--- src/rtl/volume_ramp.sv ---
// ============================================================================
// Module  : volume_ramp
// Brief   : Per-sample ramped output gain with soft mute and optional clamp.
//           Define VOLUME_RAMP_SAT_EN for a saturating output, else it wraps.
// Revision: 1.0 - initial release
// ============================================================================
`default_nettype none

module volume_ramp #(
    parameter int GAIN_W = 8,
    parameter int STEP   = 1
) (
    input  logic              clk,
    input  logic              reset,
    input  logic [23:0]       in_data,
    input  logic              wren,
    input  logic [GAIN_W-1:0] target,
    input  logic              mute,
    output logic [23:0]       out_data,
    output logic              out_valid,
    output logic              muted
);

    localparam int c_PW = 24 + GAIN_W + 1;
    localparam logic [GAIN_W:0]            c_STEP = (GAIN_W + 1)'(STEP);
    localparam logic signed [c_PW-1:0]     c_MAX  = c_PW'(8388607);
    localparam logic signed [c_PW-1:0]     c_MIN  = -c_MAX - c_PW'(1);

    typedef enum logic [1:0] {
        ST_RUN   = 2'd0,
        ST_FADE  = 2'd1,
        ST_MUTED = 2'd2
    } state_t;

    state_t              r_state;
    state_t              w_state_nxt;
    logic [GAIN_W-1:0]   r_gain;
    logic [GAIN_W-1:0]   w_gain_nxt;
    logic [GAIN_W-1:0]   w_goal;
    logic [GAIN_W:0]     w_dist;
    logic [23:0]         r_out;
    logic                r_valid;

    logic signed [c_PW-1:0] w_a;
    logic signed [c_PW-1:0] w_b;
    logic signed [c_PW-1:0] w_prod;
    logic signed [c_PW-1:0] w_scaled;
    logic [23:0]            w_sat;

    assign w_goal = mute ? '0 : target;

    // Gain path: snap to the goal once within one step so the ramp never overshoots
    always_comb begin
        w_gain_nxt = r_gain;
        w_dist     = '0;
        if (wren) begin
            if (w_goal >= r_gain) begin
                w_dist = {1'b0, w_goal} - {1'b0, r_gain};
                if (w_dist <= c_STEP)
                    w_gain_nxt = w_goal;
                else
                    w_gain_nxt = r_gain + c_STEP[GAIN_W-1:0];
            end else begin
                w_dist = {1'b0, r_gain} - {1'b0, w_goal};
                if (w_dist <= c_STEP)
                    w_gain_nxt = w_goal;
                else
                    w_gain_nxt = r_gain - c_STEP[GAIN_W-1:0];
            end
        end
    end

    always_comb begin
        w_state_nxt = r_state;
        if (wren) begin
            case (r_state)
                ST_RUN:   if (mute) w_state_nxt = ST_FADE;
                ST_FADE: begin
                    if (!mute)
                        w_state_nxt = ST_RUN;
                    else if (w_gain_nxt == '0)
                        w_state_nxt = ST_MUTED;
                end
                ST_MUTED: if (!mute) w_state_nxt = ST_RUN;
                default:  w_state_nxt = ST_RUN;
            endcase
        end
    end

    // Gain is zero-extended so it multiplies as an unsigned quantity
    assign w_a      = {{(GAIN_W + 1){in_data[23]}}, in_data};
    assign w_b      = {{24{1'b0}}, 1'b0, r_gain};
    assign w_prod   = w_a * w_b;
    assign w_scaled = w_prod >>> (GAIN_W - 1);

`ifdef VOLUME_RAMP_SAT_EN
    always_comb begin
        if (w_scaled > c_MAX)
            w_sat = 24'h7F_FFFF;
        else if (w_scaled < c_MIN)
            w_sat = 24'h80_0000;
        else
            w_sat = w_scaled[23:0];
    end
`else
    logic w_unused_hi;
    assign w_unused_hi = ^{w_scaled[c_PW-1:24]};
    assign w_sat       = w_scaled[23:0];
`endif

    always_ff @(posedge clk) begin
        if (!reset) begin
            r_gain  <= '0;
            r_state <= ST_RUN;
            r_out   <= '0;
            r_valid <= 1'b0;
        end else begin
            r_gain  <= w_gain_nxt;
            r_state <= w_state_nxt;
            r_valid <= wren;
            if (wren && (r_state != ST_MUTED))
                r_out <= w_sat;
            else
                r_out <= '0;
        end
    end

    assign out_data  = r_out;
    assign out_valid = r_valid;
    assign muted     = (r_state == ST_MUTED);

endmodule

`default_nettype wire

--- config.mk ---
export PLATFORM = sky130hd
export DESIGN_NAME = volume_ramp
export DESIGN_NICKNAME = d
export VERILOG_FILES = /design/src/rtl/volume_ramp.sv
export SDC_FILE = /design/constraint.sdc
export NUM_CORES = 1
export LEC_CHECK = 0
export CAP_MARGIN = 10
export CELL_PAD_IN_SITES_DETAIL_PLACEMENT = 1
export CELL_PAD_IN_SITES_GLOBAL_PLACEMENT = 2
export CORE_UTILIZATION = 35
export CTS_BUF_LIST = sky130_fd_sc_hd__clkbuf_4 sky130_fd_sc_hd__clkbuf_8 sky130_fd_sc_hd__clkbuf_16
export CTS_CLUSTER_DIAMETER = 200
export DETAILED_ROUTE_END_ITERATION = 16
export DONT_BUFFER_PORTS = 1
export PLACE_DENSITY = 0.8
export SLEW_MARGIN = 20
export SYNTH_ARGS = -nofsm -noshare
export SYNTH_HDL_FRONTEND = slang
export SYNTH_SLANG_ARGS = --single-unit
--- constraint.sdc ---
create_clock -name clk -period 7.3 [get_ports clk]
set_input_delay 0.73 -clock clk [delete_from_list [all_inputs] [get_ports clk]]
set_output_delay 0.73 -clock clk [all_outputs]
set_load 0.02 [all_outputs]
==> results of run 1 <==
[state kept, by name (all words and copies together), names as in the netlist]
name       flops
out_data      24
out_valid      1
r_gain         8
r_state        2
[worst min-delay path, stage by stage (launching register included)]
cell and delay [ns]:
dfxtp_1 0.32, nand3_1 0.08, o31ai_2 0.06
[layout by cell type, fill, tap and decap left out, types with 12 or more instances in the layout]
cell type	count
fa_1	146
dfxtp_1	35
and2_1	117
xnor2_1	23
inv_1	215
ha_1	78
nor3_1	13
nand2_1	108
xor2_1	16
o21ai_0	17
nor2_1	35
nand3_1	12
a21oi_1	30
[final timing paths]
check                                start      endpoint  slack (ns)  cells after the start
worst min register to register  r_state[1]    r_state[1]        0.50                      2
worst max register to register   r_gain[0]  out_data[21]        1.12                     18
worst max-delay path             r_gain[0]  out_data[21]        1.12                     18
worst min-delay path            r_state[1]    r_state[1]        0.50                      2
[per-layer routing]
| metal | track usage [%] | up-vias |
|---|---|---|
| met3 | 3.318 | 21 |
| met1 | 25.24 | 3276 |
| met4 | 3.928 | 0 |
| met2 | 31.62 | 86 |
| met5 | 0 | - |
| li1 | - | 3059 |
[cells by family after synthesis]
| logic type | Yosys count | share of synthesized area, % |
|---|---|---|
| adder cells (fa/ha/maj) | 224 | 45.30 |
| XOR/XNOR | 39 | 3.969 |
| flip-flops | 35 | 8.142 |
| AND/OR/NAND/NOR | 331 | 20.08 |
| multiplexers | 6 | 0.6979 |
| AO/OA/AOI/OAI | 119 | 9.901 |
| buffers and inverters | 250 | 11.91 |
[power by group]
group          internal, W  switching, W
clock network     0.000150     0.0000997
registers         0.000250      0.000119
logic              0.00102       0.00139
total              0.00142       0.00161
[stage by stage]
stage                     cell area, sq um  utilization [%]  hold WS (ns)  cells
final                                 9014            37.17        0.5030   1309
after CTS                             9014            37.17        0.5079   1309
after global routing                  9014            37.17        0.5310   1309
after floorplan                       8606                -        0.4658   1004
after global placement                8853            36.51        0.4967   1301
after detailed placement              8853            36.51        0.4963   1301
[cell type report]
cell class	instances	area, sq um	area share, %
clock buffer	8	160.2	1.777
inverter	215	807.0	8.953
multi-input combinational	719	6880	76.33
sequential	35	700.7	7.773
tap	324	405.4	4.498
timing repair buffer	8	60.06	0.6663
==> run_results.csv, run 1 <==
group,metric,value,unit
status,status,"finished, final reports clean",
layout,syn2layout_area_growth,4.740,%
clocking,cts-hold-fix-buffers,0,
logic_synthesis,ys_async_sr_fraction,0,%
clocking,clock-root-buffer,"clkbuf_16",
timing,finalCritPeriodShare,84.66,%
clocking,clock-sinks,35,
layout,layout.nets,1244,
pwr,power_per_cell_area,335.8,nW/um^2
critical_path,slowest_delay,0.68,ns
logic_synthesis,avgSynthCellArea,8.571,sq um
floorplanning,row_count,57,
logic_synthesis,synth_cell_types,73,
pwr,power.total,0.003027,W
critical_path,path_max_fanout,17,
drt,vias,6442,
timing,rsz0062_at_grt,"no",
global_routing,grt_pass1_wl,37.75,mm
drt,drc_errors,0,
drt,detail-route-antenna-nets,0,
critical_path,endpoint_kind,"flop",
critical_path,critPathSlowestCell,"dfxtp_1",
timing,period_minus_slack,6.180,ns
timing,hold_viol,0,
timing,fin_ws,1.120,ns
clocking,tritoncts,"yes",
logic_synthesis,syn_area,8606,sq um
drt,first_iter_violations,261,
placed_design,gp_congestion,0.7951,
floorplanning,fp.dieW,158.8,um
pwr,p_leak,4.557,nW
floorplanning,core-area,24250,sq um
clocking,cts-resized-gates,0,
global_routing,grt_max_degree,24,
logic_synthesis,yosys_register_bits,35,
floorplanning,initial_core_util,35.49,%
placed_design,io_buffers,0,
clocking,cts.path.max_buffers,2,
placed_design,hpwl,18.61,mm
flow_run,drv_cap,0,
drt,wire_per_inst,16.99,um
critical_path,path_cells,"nand2_1, fa_1, inv_1, fa_1, fa_1, inv_1, fa_1, inv_1, ha_1, o21a_1, o211ai_1, o211ai_1, a31oi_1, a21oi_1, a311oi_1, o31ai_1, a21oi_1, mux2i_1",
critical_path,critPathRequiredTime,7.53,ns
global_routing,antenna_found_initial,0,
clocking,cts_htree_levels,2,
logic_synthesis,synth_most_common_cell,"inv_1",
timing,tightest_slew,1.010,ns
global_routing,grt_use_total,18.83,%
drt,wl,22.25,mm
drt,top_layer,"met4",
critical_path,cp_common_cell,"fa_1",
logic_synthesis,synth_edf_count,0,
logic_synthesis,ys.flop_type,"dfxtp_1",
layout,drive_gt1_share,3.959,%
floorplanning,ios,62,
layout,n_antenna_cell,0,
timing,finalSetupViolCount,0,
timing,fmax,161.8,MHz
timing,clock_skew,0.01428,ns
drt,met3_wirelength,820,um
global_routing,grt_pass1_vias,7181,
global_routing,grt-ovfl-total,0,
timing,setup_tns,0,ns
timing,maxSlewViolCount,0,
critical_path,cp_num_buf_inv,3,
clocking,cts_inserted_buffers,5,
critical_path,crit_arrival,6.42,ns
layout,fillers,2892,
logic_synthesis,yosys_warnings,0,
critical_path,crit_family,"compound AO/OA/AOI/OAI gates",
drt,firstDrtPassIters,4,
critical_path,worst_setup_path_start_kind,"flop",
placed_design,place_ws,0.9906,ns
clocking,clk_pin_slew,0.07,ns
drt,drt-vias-per-instance,4.921,
timing,slew_headroom,32.68,%
logic_synthesis,ys_top_cells_by_area,"fa_1 34%, ha_1 11%, inv_1 9.4%",
logic_synthesis,yosysSeqAreaShare,8.142,%
logic_synthesis,yosys-top-cells-count,"215 x inv_1, 146 x fa_1, 117 x and2_1",
critical_path,critical_path_class,"reg -> reg",
floorplanning,die-area,25220,sq um
logic_synthesis,synth_fp_nets,1264,
logic_synthesis,synth.top_cell.area_share,33.96,%
logic_synthesis,yosysTopAreaCell,"fa_1",
floorplanning,die_y,158.8,um
drt,wl_met1,10.51,mm
drt,met2WireLength,10.63,mm
clocking,post_cts_buffers,0,
min_path,min_path_type,"reg -> reg",
pwr,peakVddDrop,127.8,uV
logic_synthesis,synth_cells,1004,
clocking,clock_latency,0.30,ns
Power figures use the tool's default switching activity.
==> run 2, diff against run 1 <==
- PLACE_DENSITY: 0.8 -> 0.83
- clock period: 7.3 -> 5.45 ns (I/O delays scaled with it)
==> run 2 against run 1 <==
Routed wire length fell by 0.53%; hold slack got worse by 0.14 ns; critical path type unchanged; clock-buffer cell count fell by 3; sequential share of layout area fell by 0.086 points; combinational power rose by 39%; global-route usage barely moved; final area rose by 2.0%; sequential cell count did not move; fmax rose by 18%; die area did not move; non-clock buffer count rose by 17; largest cell class unchanged; power rose by 36%.
==> run_results.csv, run 2 (same netlist as run 1, synthesis figures left out) <==
group,metric,value,unit
global_routing,grt_pass1_vias,7253,
timing,finalCritPeriodShare,95.89,%
drt,drt-vias-per-instance,4.890,
timing,holdWs,0.3658,ns
timing,clock_skew,0.01014,ns
drt,detail-route-antenna-nets,0,
critical_path,worst_setup_path_start_kind,"flop",
pwr,p_leak,4.641,nW
clocking,clk_pin_slew,0.06,ns
floorplanning,core-area,24250,sq um
floorplanning,initial_core_util,35.49,%
drt,wl_met1,9.937,mm
pwr,peakVddDrop,164.0,uV
floorplanning,die_y,158.8,um
layout,n_antenna_cell,0,
timing,maxSlewViolCount,0,
drt,vias,6484,
layout,final_common_cell,"inv_1",
drt,wire_per_inst,16.69,um
timing,hold_viol,0,
drt,drc_errors,0,
clocking,cts_inserted_buffers,5,
clocking,clock_latency,0.31,ns
min_path,min_path_type,"in -> reg",
critical_path,critPathRequiredTime,5.64,ns
drt,top_layer,"met4",
layout,largest_register_ffs,24,
placed_design,post-place-cells,1316,
placed_design,placed_cell_area,8972,sq um
clocking,cts-hold-fix-buffers,0,
timing,setup_tns,0,ns
layout,final_cell_mix,"215 x inv_1, 146 x fa_1, 116 x and2_1",
clocking,clock-root-buffer,"clkbuf_16",
global_routing,grt_max_degree,23,
critical_path,slowest_delay,0.53,ns
placed_design,io_buffers,0,
critical_path,path_cells,"and2_1, fa_1, inv_1, fa_1, inv_1, fa_1, inv_1, fa_1, inv_1, ha_1, o21ai_0, o21ai_0, o211ai_1, buf_4, o211ai_1, a31oi_2, a21oi_4, a311oi_4, o31ai_1, a21oi_1, mux2i_1",
global_routing,grt_pass1_wl,37.69,mm
layout,finalInstanceArea,9196,sq um
clocking,cts.path.max_buffers,2,
floorplanning,row_count,57,
timing,finalSetupViolCount,0,
critical_path,crit_family,"adder cells",
drt,wl,22.13,mm
drt,met3_wirelength,1.023,mm
critical_path,crit_arrival,5.42,ns
critical_path,path_max_fanout,8,
critical_path,endpoint_kind,"flop",
clocking,cts_htree_levels,2,
drt,met2WireLength,10.85,mm
placed_design,gp_congestion,0.8082,
critical_path,critical_path_class,"reg -> reg",
clocking,clock-sinks,35,
floorplanning,fp.dieW,158.8,um
layout,stdcell_count,1326,
critical_path,critPathSlowestCell,"fa_1",
flow_run,drv_cap,0,
floorplanning,ios,62,
layout,drive_gt1_share,6.786,%
global_routing,grt-ovfl-total,0,
drt,firstDrtPassIters,4,
status,status,"finished, final reports clean",
pwr,power_per_cell_area,448.3,nW/um^2
drt,first_iter_violations,384,
timing,slew_headroom,29.91,%
global_routing,antenna_found_initial,0,
global_routing,grt_use_total,18.80,%
timing,tightest_slew,1.051,ns
layout,utilization,37.93,%
floorplanning,die-area,25220,sq um
layout,syn2layout_area_growth,6.862,%
timing,fmax,191.4,MHz
timing,period_minus_slack,5.226,ns
layout,layout.nets,1261,
critical_path,cp_num_buf_inv,5,
placed_design,hpwl,18.77,mm
clocking,tritoncts,"yes",
run 2: worst reg2reg max path, stage by stage, from the launching register on:
cell and delay, ns:
dfxtp_2 0.36, and2_1 0.20, fa_1 0.51, inv_1 0.06, fa_1 0.53, inv_1 0.05, fa_1 0.49, inv_1 0.05
fa_1 0.47, inv_1 0.04, ha_1 0.28, o21ai_0 0.08, o21ai_0 0.15, o211ai_1 0.11, buf_4 0.16, o211ai_1 0.28
a31oi_2 0.18, a21oi_4 0.28, a311oi_4 0.16, o31ai_1 0.40, a21oi_1 0.15, mux2i_1 0.13
run 2: stage by stage:
step,total power (W),setup WS [ns]
4_1_cts,0.004177,0.01174
6_report,0.004122,0.2241
5_1_grt,0.004670,-0.02129
2_1_floorplan,0.003027,0.03992
3_5_place_dp,0.003806,-0.1758
3_3_place_gp,0.003706,-0.009999
run 2: what timing repair did:
| action | CTS | global route |
|---|---|---|
| endpoints found under the setup margin | 3 | 7 |
| gates resized for setup | 2 | 14 |
| setup buffers | 0 | 2 |
| pin swaps | 0 | 8 |
run 2: area by class of cell:
| cell class | count | area, sq um |
|---|---|---|
| tap | 324 | 405.4 |
| fill | 2902 | 15050 |
| timing repair buffer | 25 | 198.9 |
| sequential | 35 | 706.9 |
| inverter | 215 | 807.0 |
| clock buffer | 5 | 125.1 |
| multi-input combinational | 719 | 6933 |
| clock inverter | 3 | 20.02 |
run 2: per-layer routing:
metal  vias up  track usage [%]
li1       3105                -
met1      3278            24.13
met2        85            32.30
met3        16            3.344
met4         0            5.031
met5         -                0
run 2: path summary, 6_finish.rpt:
kind / from / end / slack (ns) / cells after the start
worst max-delay path: r_gain[4] / out_data[21] / 0.22 / 21
worst min-delay path: reset / r_gain[3] / 0.37 / 1
worst max register to register: r_gain[4] / out_data[21] / 0.22 / 21
worst min register to register: r_state[1] / r_state[1] / 0.50 / 2
run 2: report_power, final:
group / total (W) / internal, W / switching (W)
logic: 0.00334 / 0.00141 / 0.00193
clock network: 0.000308 / 0.000169 / 0.000139
registers: 0.000471 / 0.000337 / 0.000134
total: 0.00412 / 0.00192 / 0.00220
==> run 3, diff against run 2 <==
- SETUP_SLACK_MARGIN: not set -> 0.3
==> run 3 against run 2 <==
Sequential share of layout area is essentially flat; global-route usage rose by 0.18 points; register-to-register slack better by 0.13 ns; sequential cell count stayed put; final cell count is 1.4% higher; power rose by 3.9%; sequential power is essentially flat; first-iteration DRC count fell by 24%.
==> run_results.csv, run 3 (same netlist as run 1, synthesis figures left out) <==
group,metric,value,unit
status,status,"finished, final reports clean",
drt,wl,22.70,mm
placed_design,io_buffers,0,
floorplanning,fp.dieW,158.8,um
timing,fmax,196.2,MHz
timing,period_minus_slack,5.097,ns
timing,maxSlewViolCount,0,
layout,layout.nets,1281,
floorplanning,core-area,24250,sq um
clocking,cts_htree_levels,2,
pwr,p_leak,4.757,nW
timing,rsz0062_at_grt,"yes",
drt,wire_per_inst,16.87,um
placed_design,post-place-cells,1319,
pwr,peakVddDrop,170.0,uV
layout,n_antenna_cell,0,
min_path,min_path_type,"in -> reg",
clocking,clock-sinks,35,
layout,syn2layout_area_growth,9.814,%
timing,holdWs,0.3919,ns
drt,drt-vias-per-instance,4.882,
layout,utilization,38.97,%
clocking,cts_inserted_buffers,5,
placed_design,placed_cell_area,9005,sq um
clocking,clock_latency,0.30,ns
critical_path,path_max_fanout,5,
clocking,tritoncts,"yes",
drt,vias,6566,
layout,final_cell_mix,"213 x inv_1, 144 x fa_1, 114 x and2_1",
timing,setup_tns,0,ns
drt,firstDrtPassIters,4,
drt,detail-route-antenna-nets,0,
timing,finalCritPeriodShare,93.53,%
floorplanning,row_count,57,
floorplanning,die-area,25220,sq um
layout,final_common_cell,"inv_1",
floorplanning,die_y,158.8,um
timing,tightest_slew,1.032,ns
timing,slew_headroom,31.20,%
global_routing,grt_pass1_wl,38.32,mm
clocking,clock-root-buffer,"clkbuf_16",
floorplanning,initial_core_util,35.49,%
timing,clock_skew,0.01010,ns
placed_design,gp_congestion,0.7853,
flow_run,drv_cap,0,
global_routing,antenna_found_initial,0,
layout,stdcell_count,1345,
global_routing,grt_pass1_vias,7296,
global_routing,grt-ovfl-total,0,
placed_design,hpwl,18.61,mm
critical_path,critical_path_class,"reg -> reg",
clocking,clk_pin_slew,0.06,ns
clocking,cts.path.max_buffers,2,
layout,finalInstanceArea,9450,sq um
critical_path,crit_arrival,5.33,ns
drt,first_iter_violations,291,
layout,largest_register_ffs,24,
timing,hold_viol,0,
global_routing,grt_use_total,18.98,%
timing,finalSetupViolCount,0,
critical_path,endpoint_kind,"flop",
layout,drive_gt1_share,10.09,%
global_routing,grt_max_degree,23,
drt,drc_errors,0,
critical_path,worst_setup_path_start_kind,"flop",
pwr,power_per_cell_area,453.4,nW/um^2
critical_path,critPathRequiredTime,5.68,ns
floorplanning,ios,62,
==> run 3: per-layer routing <==
layer  GRT usage, %  vias to the layer above  part of all wire [%]
met2          32.48                       85                    49
li1               -                     3139                     -
met4          3.354                        0                   1.0
met5              0                        -                     0
met3          3.971                       12                   5.0
met1          24.73                     3330                    45
==> run 3: metrics by stage <==
stage | total power [W] | worst slack, ns
floorplan | 0.003040 | 0.3567
global placement | 0.003732 | 0.1271
detailed placement | 0.003805 | 0.01606
CTS | 0.004200 | 0.3045
global route | 0.004809 | 0.1379
finish | 0.004284 | 0.3528
==> run 3: worst max-delay path, cell delays in order, from the launching register on <==
cell	delay, ns
dfxtp_4	0.36
and2_4	0.16
fa_1	0.53
inv_1	0.05
fa_1	0.48
inv_1	0.05
fa_1	0.47
inv_1	0.05
fa_1	0.49
inv_2	0.05
ha_4	0.17
nor4_4	0.26
o211ai_1	0.13
o211ai_1	0.10
buf_4	0.16
o211ai_1	0.10
buf_4	0.17
a31oi_4	0.21
a21oi_4	0.11
a311oi_2	0.43
o31ai_2	0.16
a21oi_1	0.19
mux2i_1	0.18
==> run 3: cell type report <==
cell class,count,area [sq um]
Inverter,215,807.0
Fill cell,2884,14800
Clock inverter,1,5.005
Tap cell,324,405.4
Timing Repair Buffer,45,367.9
Sequential cell,35,723.2
Clock buffer,6,138.9
Multi-Input combinational cell,719,7003
==> run 3: final timing paths <==
| kind | startpoint | to | slack (ns) | cells past startpoint |
|---|---|---|---|---|
| hold / removal | reset | r_gain[3] | 0.39 | 1 |
| setup reg to reg | r_gain[3] | out_data[21] | 0.35 | 22 |
| hold reg to reg | r_state[1] | r_state[1] | 0.51 | 2 |
| setup / recovery | r_gain[3] | out_data[21] | 0.35 | 22 |
==> run 3: what timing repair did <==
action                                  in CTS  in global routing
buffers inserted                             3                 16
endpoints found under the setup margin       9                 10
hold buffers                                 0                  0
gates cloned                                 0                  0
pin swaps                                    5                 19
resized for setup                           15                 28
==> run 3: power breakdown <==
group	internal, W	leakage, nW	switching [W]
Sequential	0.000341	0.291	0.000130
Clock	0.000179	0.0727	0.000132
Combinational	0.00151	4.39	0.00199
